--- src/rtl/riscv_defines.sv ---
// rtl/riscv_defines.sv - operation and state types for the execute-stage multiply/divide unit
package riscv_defines;

    typedef enum logic [3:0] {
        MD_MUL    = 4'd0,
        MD_MULH   = 4'd1,
        MD_MULHSU = 4'd2,
        MD_MULHU  = 4'd3,
        MD_DIV    = 4'd4,
        MD_DIVU   = 4'd5,
        MD_REM    = 4'd6,
        MD_REMU   = 4'd7
    } mdcontrol_t;

    // MD_FAST is the single non-iterating cycle used by illegal and early-out operations
    typedef enum logic [1:0] {
        MD_IDLE,
        MD_CALC,
        MD_FAST,
        MD_DONE
    } md_state_t;

    function automatic logic md_legal(input mdcontrol_t op);
        return op inside {MD_MUL, MD_MULH, MD_MULHSU, MD_MULHU,
                          MD_DIV, MD_DIVU, MD_REM, MD_REMU};
    endfunction

    function automatic logic md_is_div(input mdcontrol_t op);
        return op inside {MD_DIV, MD_DIVU, MD_REM, MD_REMU};
    endfunction

    function automatic logic md_a_signed(input mdcontrol_t op);
        return op inside {MD_MULH, MD_MULHSU, MD_DIV, MD_REM};
    endfunction

    function automatic logic md_b_signed(input mdcontrol_t op);
        return op inside {MD_MULH, MD_DIV, MD_REM};
    endfunction

endpackage

--- src/rtl/exec_muldiv_special.sv ---
// rtl/exec_muldiv_special.sv - detects divide-by-zero, signed overflow and zero multiply operands
module exec_muldiv_special
    import riscv_defines::*;
#(
    parameter int XLEN = 32
) (
    input  mdcontrol_t        op_i,
    input  logic [XLEN-1:0]   a_i,
    input  logic [XLEN-1:0]   b_i,
    output logic              hit_o,
    output logic [XLEN-1:0]   result_o
);

    logic is_rem;
    logic div_zero;
    logic ovf;
    logic mul_zero;

    always_comb begin
        is_rem   = (op_i == MD_REM) || (op_i == MD_REMU);
        div_zero = md_is_div(op_i) && (b_i == '0);
        ovf      = ((op_i == MD_DIV) || (op_i == MD_REM))
                   && (a_i == {1'b1, {(XLEN-1){1'b0}}}) && (b_i == '1);
        mul_zero = md_legal(op_i) && !md_is_div(op_i) && ((a_i == '0) || (b_i == '0));
        hit_o    = div_zero | ovf | mul_zero;
        result_o = '0;
        if (div_zero) begin
            result_o = is_rem ? a_i : '1;
        end else if (ovf) begin
            result_o = is_rem ? '0 : a_i;
        end
    end

endmodule

--- src/rtl/exec_muldiv.sv ---
// rtl/exec_muldiv.sv - radix-2 iterative RV32M multiply/divide unit with valid/ready in and out
// Define MULDIV_EARLY_OUT_EN to resolve zero/overflow cases in one cycle without iterating.
module exec_muldiv
    import riscv_defines::*;
#(
    parameter int XLEN = 32
) (
    input  logic              clk,
    input  logic              rst_n,
    input  logic              flush,
    input  logic              in_valid,
    output logic              in_ready,
    input  logic [XLEN-1:0]   in_a,
    input  logic [XLEN-1:0]   in_b,
    input  mdcontrol_t        mdcontrol,
    output logic              out_valid,
    input  logic              out_ready,
    output logic [XLEN-1:0]   out_result,
    output logic              out_err,
    output logic              busy
);

    localparam int CW = $clog2(XLEN);

    md_state_t          state_q, state_d;
    mdcontrol_t         op_q;
    logic               illegal_q, neg_q, err_q;
    logic [CW-1:0]      cnt_q;
    logic [XLEN-1:0]    hi_q, lo_q, b_q, res_q;

    logic               accept, last_iter, fast_take, spec_hit;
    logic               a_neg, b_neg, neg_d, div_ge;
    logic [XLEN-1:0]    a_mag, b_mag, spec_res, hi_nx, lo_nx, final_res;
    logic [XLEN:0]      mul_sum, div_sh;
    logic [2*XLEN-1:0]  prod_s;

`ifdef MULDIV_EARLY_OUT_EN
    exec_muldiv_special #(.XLEN(XLEN)) u_special (
        .op_i     (mdcontrol),
        .a_i      (in_a),
        .b_i      (in_b),
        .hit_o    (spec_hit),
        .result_o (spec_res)
    );
`else
    assign spec_hit = 1'b0;
    assign spec_res = '0;
`endif

    assign accept    = in_valid & in_ready;
    assign fast_take = !md_legal(mdcontrol) | spec_hit;
    assign last_iter = (cnt_q == CW'(XLEN-1));

    // Signed operands become magnitudes; the result sign is re-applied on write-back
    always_comb begin
        a_neg = md_a_signed(mdcontrol) & in_a[XLEN-1];
        b_neg = md_b_signed(mdcontrol) & in_b[XLEN-1];
        a_mag = a_neg ? -in_a : in_a;
        b_mag = b_neg ? -in_b : in_b;
        if ((mdcontrol == MD_REM) || (mdcontrol == MD_REMU)) begin
            neg_d = a_neg;
        end else if (md_is_div(mdcontrol)) begin
            neg_d = (a_neg ^ b_neg) & (in_b != '0);
        end else begin
            neg_d = a_neg ^ b_neg;
        end
    end

    always_comb begin
        mul_sum = {1'b0, hi_q} + (lo_q[0] ? {1'b0, b_q} : '0);
        div_sh  = {hi_q, lo_q[XLEN-1]};
        div_ge  = (div_sh >= {1'b0, b_q});
        if (md_is_div(op_q)) begin
            hi_nx = div_ge ? div_sh[XLEN-1:0] - b_q : div_sh[XLEN-1:0];
            lo_nx = {lo_q[XLEN-2:0], div_ge};
        end else begin
            hi_nx = mul_sum[XLEN:1];
            lo_nx = {mul_sum[0], lo_q[XLEN-1:1]};
        end
        prod_s = neg_q ? -{hi_nx, lo_nx} : {hi_nx, lo_nx};
        case (op_q)
            MD_MUL:                        final_res = prod_s[XLEN-1:0];
            MD_MULH, MD_MULHSU, MD_MULHU:  final_res = prod_s[2*XLEN-1:XLEN];
            MD_DIV, MD_DIVU:               final_res = neg_q ? -lo_nx : lo_nx;
            default:                       final_res = neg_q ? -hi_nx : hi_nx;
        endcase
    end

    always_ff @(posedge clk) begin
        if (!rst_n) begin
            state_q <= MD_IDLE;
        end else begin
            state_q <= state_d;
        end
    end

    always_comb begin
        state_d = state_q;
        case (state_q)
            MD_IDLE: if (accept) state_d = fast_take ? MD_FAST : MD_CALC;
            MD_CALC: if (last_iter) state_d = MD_DONE;
            MD_FAST: state_d = MD_DONE;
            MD_DONE: begin
                if (accept) begin
                    state_d = fast_take ? MD_FAST : MD_CALC;
                end else if (out_ready) begin
                    state_d = MD_IDLE;
                end
            end
            default: state_d = MD_IDLE;
        endcase
        if (flush) begin
            state_d = MD_IDLE;
        end
    end

    always_comb begin
        in_ready  = !flush & ((state_q == MD_IDLE) | ((state_q == MD_DONE) & out_ready));
        busy      = (state_q == MD_CALC);
        out_valid = (state_q == MD_DONE);
    end

    always_ff @(posedge clk) begin
        if (!rst_n) begin
            op_q      <= MD_MUL;
            illegal_q <= 1'b0;
            neg_q     <= 1'b0;
            cnt_q     <= '0;
            hi_q      <= '0;
            lo_q      <= '0;
            b_q       <= '0;
            res_q     <= '0;
            err_q     <= 1'b0;
        end else if (accept) begin
            op_q      <= mdcontrol;
            illegal_q <= !md_legal(mdcontrol);
            neg_q     <= neg_d;
            cnt_q     <= '0;
            hi_q      <= spec_res;
            lo_q      <= a_mag;
            b_q       <= b_mag;
        end else if (state_q == MD_CALC) begin
            hi_q  <= hi_nx;
            lo_q  <= lo_nx;
            cnt_q <= cnt_q + 1'b1;
            if (last_iter) begin
                res_q <= final_res;
                err_q <= 1'b0;
            end
        end else if (state_q == MD_FAST) begin
            res_q <= illegal_q ? '0 : hi_q;
            err_q <= illegal_q;
        end
    end

    assign out_result = res_q;
    assign out_err    = err_q;

endmodule

--- config.mk ---
export PLATFORM = sky130hd
export DESIGN_NAME = exec_muldiv
export DESIGN_NICKNAME = d
export VERILOG_FILES = /design/src/rtl/riscv_defines.sv /design/src/rtl/exec_muldiv_special.sv /design/src/rtl/exec_muldiv.sv
export SDC_FILE = /design/constraint.sdc
export NUM_CORES = 1
export LEC_CHECK = 0
export ABC_AREA = 1
export BUFFER_PORTS_ARGS = -buffer_cell sky130_fd_sc_hd__buf_2
export CORE_UTILIZATION = 53
export CTS_CLUSTER_DIAMETER = 150
export DETAILED_ROUTE_END_ITERATION = 7
export PLACE_DENSITY = 0.71
export REMOVE_ABC_BUFFERS = 1
export SLEW_MARGIN = 10
export SYNTH_ARGS = -nofsm -noshare
export SYNTH_HDL_FRONTEND = slang
export SYNTH_SLANG_ARGS = --single-unit
export TNS_END_PERCENT = 30
--- constraint.sdc ---
create_clock -name clk -period 10.6 [get_ports clk]
set_input_delay 0.53 -clock clk [delete_from_list [all_inputs] [get_ports clk]]
set_output_delay 0.53 -clock clk [all_outputs]
set_load 0.05 [all_outputs]
==> metrics.json <==
{
  "setup_path": {
    "cp_data_arrival_time_ns": 5.47,
    "endpoint_kind": "register",
    "element_type_at_the_critical_path_start": "register",
    "worst-endpoint-required_ns": 10.95,
    "cp_common_cell": "sky130_fd_sc_hd__nand2_1",
    "crit_path_max_incr_delay_ns": 0.86,
    "crit_fanout": 34,
    "cp_max_stage_cell": "sky130_fd_sc_hd__dfxtp_2",
    "criticalPathCategory": "reg2reg"
  },
  "global_routing": {
    "maximum_number_of_pins_on_one_net_before_global_route_repair": 73,
    "groute.usage.overall_pct": 42.4,
    "number_of_global_route_vias_before_repair": 18795,
    "grt_first_pass_wirelength_um": 107000,
    "global_route.overflow_total": 0,
    "antenna_found_initial": 0
  },
  "power": {
    "power_frac_seq_pct": 26.8,
    "p_comb_share_pct": 41.5,
    "ir_drop_uv": 129,
    "switching_share_pct": 45.3,
    "power.switching_uw": 1010,
    "clkPwrFrac_pct": 31.7,
    "total_leakage_power_uw": 0.00988,
    "cellInternalPower_uw": 1220,
    "power_per_standard_cell_area_nw_per_um2": 121
  },
  "die": {
    "io_pins": 109,
    "start_util_pct": 53.9,
    "fp.dieW_um": 181,
    "die_h_um": 181,
    "fp.coreArea_um2": 31600,
    "design.die.area_um2": 32900,
    "fp-row-count": 65
  },
  "yosys": {
    "ys_warn_count": 0,
    "register_bit_total_from_synthesis": 142,
    "synthesis.area_per_instance_um2": 5.56,
    "syn-cell-area_um2": 17100,
    "ys_seq_area_share_pct": 16.7,
    "postSynthCellCount": 3071,
    "number_of_different_library_cells_in_the_post_synthesis_netlist": 60,
    "async_set_reset_flop_share_out_of_synthesis_pct": 0,
    "number_of_enable_flip_flop_cells_after_synthesis": 0,
    "postSynth.topFlopCell": "sky130_fd_sc_hd__dfxtp_1"
  },
  "place": {
    "placedInstanceArea_um2": 17700,
    "placement.io_buffers": 108,
    "detailed_place_hpwl_um": 55200,
    "dp_slack_ns": 5.78,
    "place.gp.congestion": 1.06
  },
  "sta": {
    "worst_slew_margin_rel_pct": 12.3,
    "period_share_pct": 48.2,
    "setup_viol": 0,
    "holdWs_ns": 0.313,
    "setup_repair_after_global_routing_missed_its_margin": "no",
    "worst_clk_skew_ns": 0.0157,
    "maxSlewViolCount": 0,
    "timing.final.hold_violations": 0,
    "totalNegativeSetupSlack_ns": 0,
    "achievable-frequency_mhz": 196,
    "finalWorstPathRequiredPeriod_ns": 5.11,
    "setup_slack_ns": 5.49,
    "timing_worst_slew_pin_value_ns": 1.30
  },
  "routing": {
    "drc_errors": 0,
    "drt-vias-per-instance": 5.91,
    "drt_first_pass_iters": 6,
    "routed_antenna_nets": 0,
    "wirelength_um": 70500,
    "vias": 20862,
    "wire_per_inst_um": 20.0,
    "initialDrtViolationCount": 2516
  },
  "cts": {
    "clkSlewWorstSetupHoldPaths_ns": 0.07,
    "tritoncts": "yes",
    "buffer_levels_on_the_longest_clock_path": 2,
    "cts_num_sinks": 142,
    "postCtsSetupBuffers": 0,
    "cts_buffers": 17,
    "clock_latency_ns": 0.48,
    "deepest_level_of_the_cts_h_tree": 4,
    "cts_resized": 0,
    "ctsRootBufferMaster": "sky130_fd_sc_hd__clkbuf_16",
    "cts-hold-fix-buffers": 0
  },
  "job": {
    "cap_violations": 0
  },
  "final_layout": {
    "area_growth_syn_to_layout_pct": 7.79,
    "share_of_post_route_cells_with_drive_strength_above_1_pct": 11.1,
    "layout.nets": 3260,
    "commonest_cells_after_routing_fill_and_taps_aside": "911 x sky130_fd_sc_hd__nand2_1, 480 x sky130_fd_sc_hd__inv_1, 248 x sky130_fd_sc_hd__nor2_1, 240 x sky130_fd_sc_hd__nand3_1, 177 x sky130_fd_sc_hd__a21oi_1",
    "fillers": 3260,
    "multi_input_comb_area_um2": 11800,
    "commonest_non_fill_non_tap_cell_in_the_layout": "sky130_fd_sc_hd__nand2_1",
    "layout.core_utilization_pct": 58.1,
    "layout.area.seq_um2": 2850,
    "final_cell_area_um2": 18400
  },
  "hold_path": {
    "worstHoldPathType": "in2reg"
  },
  "run_status": {
    "outcome": "finished clean"
  }
}
[cells by family (layout without fill, tap and decap cells)]
kind of cell | Yosys count | after routing | synth area share [%]
flip-flops | 142 | 142 | 16.7
XOR/XNOR | 51 | 51 | 2.62
AND/OR/NAND/NOR | 1651 | 1651 | 42.7
buffers and inverters | 627 | 680 | 14.5
AO/OA/AOI/OAI | 524 | 524 | 17.9
other | 0 | 1 | 0
adder cells (fa/ha/maj) | 76 | 76 | 5.66
[power by group through the flow]
stage	Clock [uW]	Combinational, uW	Sequential (uW)
finish	707	926	598
global route	722	997	601
CTS	698	897	597
detailed placement	0	893	608
global placement	0	882	609
floorplan	0	558	657
[worst max-delay path: cells and delay by family (launching register included)]
kind | cells | cell delay [ns]
DFF | 1 | 0.86
buffers and inverters | 4 | 0.36
and+or+nand+nor | 18 | 2.31
adders and majority gates | 2 | 0.51
AOI/OAI and AO/OA | 3 | 0.93
[flip-flops by register name (all words and copies together) (netlist names), 2 cells and up]
name,flops
lo_q,32
state_q,2
out_result,32
b_q,32
op_q,4
hi_q,32
cnt_q,5
[per-stage QoR]
stage	power [uW]	instances
after floorplan	1220	2968
after global placement	1490	3494
after detailed placement	1500	3494
after CTS	2190	3526
after global routing	2320	3526
final	2230	3527
[cell type report]
class,count,share of cell area (%)
antenna,1,0.0136
clock buffer,18,2.39
clock inverter,14,1.12
inverter,524,10.7
multi-input combinational,2302,64.0
sequential,142,15.5
tap,402,2.73
timing repair buffer,124,3.59
[worst paths after layout]
check	start	endpoint	slack (ns)	depth (start not counted)
worst max-delay path	lo_q[0]$_SDFFE_PN0P_	out_result[17]$_SDFFE_PN0P_	5.49	27
worst min-delay path	in_b[31]	b_q[31]$_SDFFE_PN0P_	0.31	3
worst max register to register	lo_q[0]$_SDFFE_PN0P_	out_result[17]$_SDFFE_PN0P_	5.49	27
worst min register to register	out_err$_SDFFE_PN0P_	out_err$_SDFFE_PN0P_	0.47	2
[Yosys cell counts (10+ instances only)]
library cell / instances / area share [%]
sky130_fd_sc_hd__nand2_1: 912 / 20
sky130_fd_sc_hd__inv_1: 481 / 11
sky130_fd_sc_hd__nor2_1: 250 / 5.5
sky130_fd_sc_hd__nand3_1: 240 / 7.0
sky130_fd_sc_hd__a21oi_1: 177 / 5.2
sky130_fd_sc_hd__o21ai_0: 152 / 4.5
sky130_fd_sc_hd__dfxtp_1: 142 / 17
sky130_fd_sc_hd__ha_1: 74 / 5.4
sky130_fd_sc_hd__clkbuf_1: 56 / 1.2
sky130_fd_sc_hd__nor3_1: 48 / 1.4
sky130_fd_sc_hd__nand4_1: 47 / 1.7
sky130_fd_sc_hd__o22ai_1: 46 / 1.7
sky130_fd_sc_hd__xor2_1: 43 / 2.2
sky130_fd_sc_hd__a31oi_1: 37 / 1.4
sky130_fd_sc_hd__inv_2: 37 / 0.81
sky130_fd_sc_hd__nor2_2: 33 / 1.2
sky130_fd_sc_hd__nand2_2: 31 / 1.1
sky130_fd_sc_hd__o21ai_1: 24 / 0.70
sky130_fd_sc_hd__buf_2: 23 / 0.67
sky130_fd_sc_hd__o21ai_2: 22 / 1.1
sky130_fd_sc_hd__nand3b_1: 19 / 0.84
sky130_fd_sc_hd__or2_2: 14 / 0.51
sky130_fd_sc_hd__nand3_2: 13 / 0.76
sky130_fd_sc_hd__nor2_4: 11 / 0.73
sky130_fd_sc_hd__buf_1: 10 / 0.22
[routing by layer]
layer  track usage (%)  up-vias  routed length (um)
li1                  -     9970                   -
met1              58.4     9562               30500
met2              65.4     1159               30300
met3              7.42      171                7090
met4              16.6        0                2700
met5                 0        -                   0
Power figures use the tool's default switching activity.
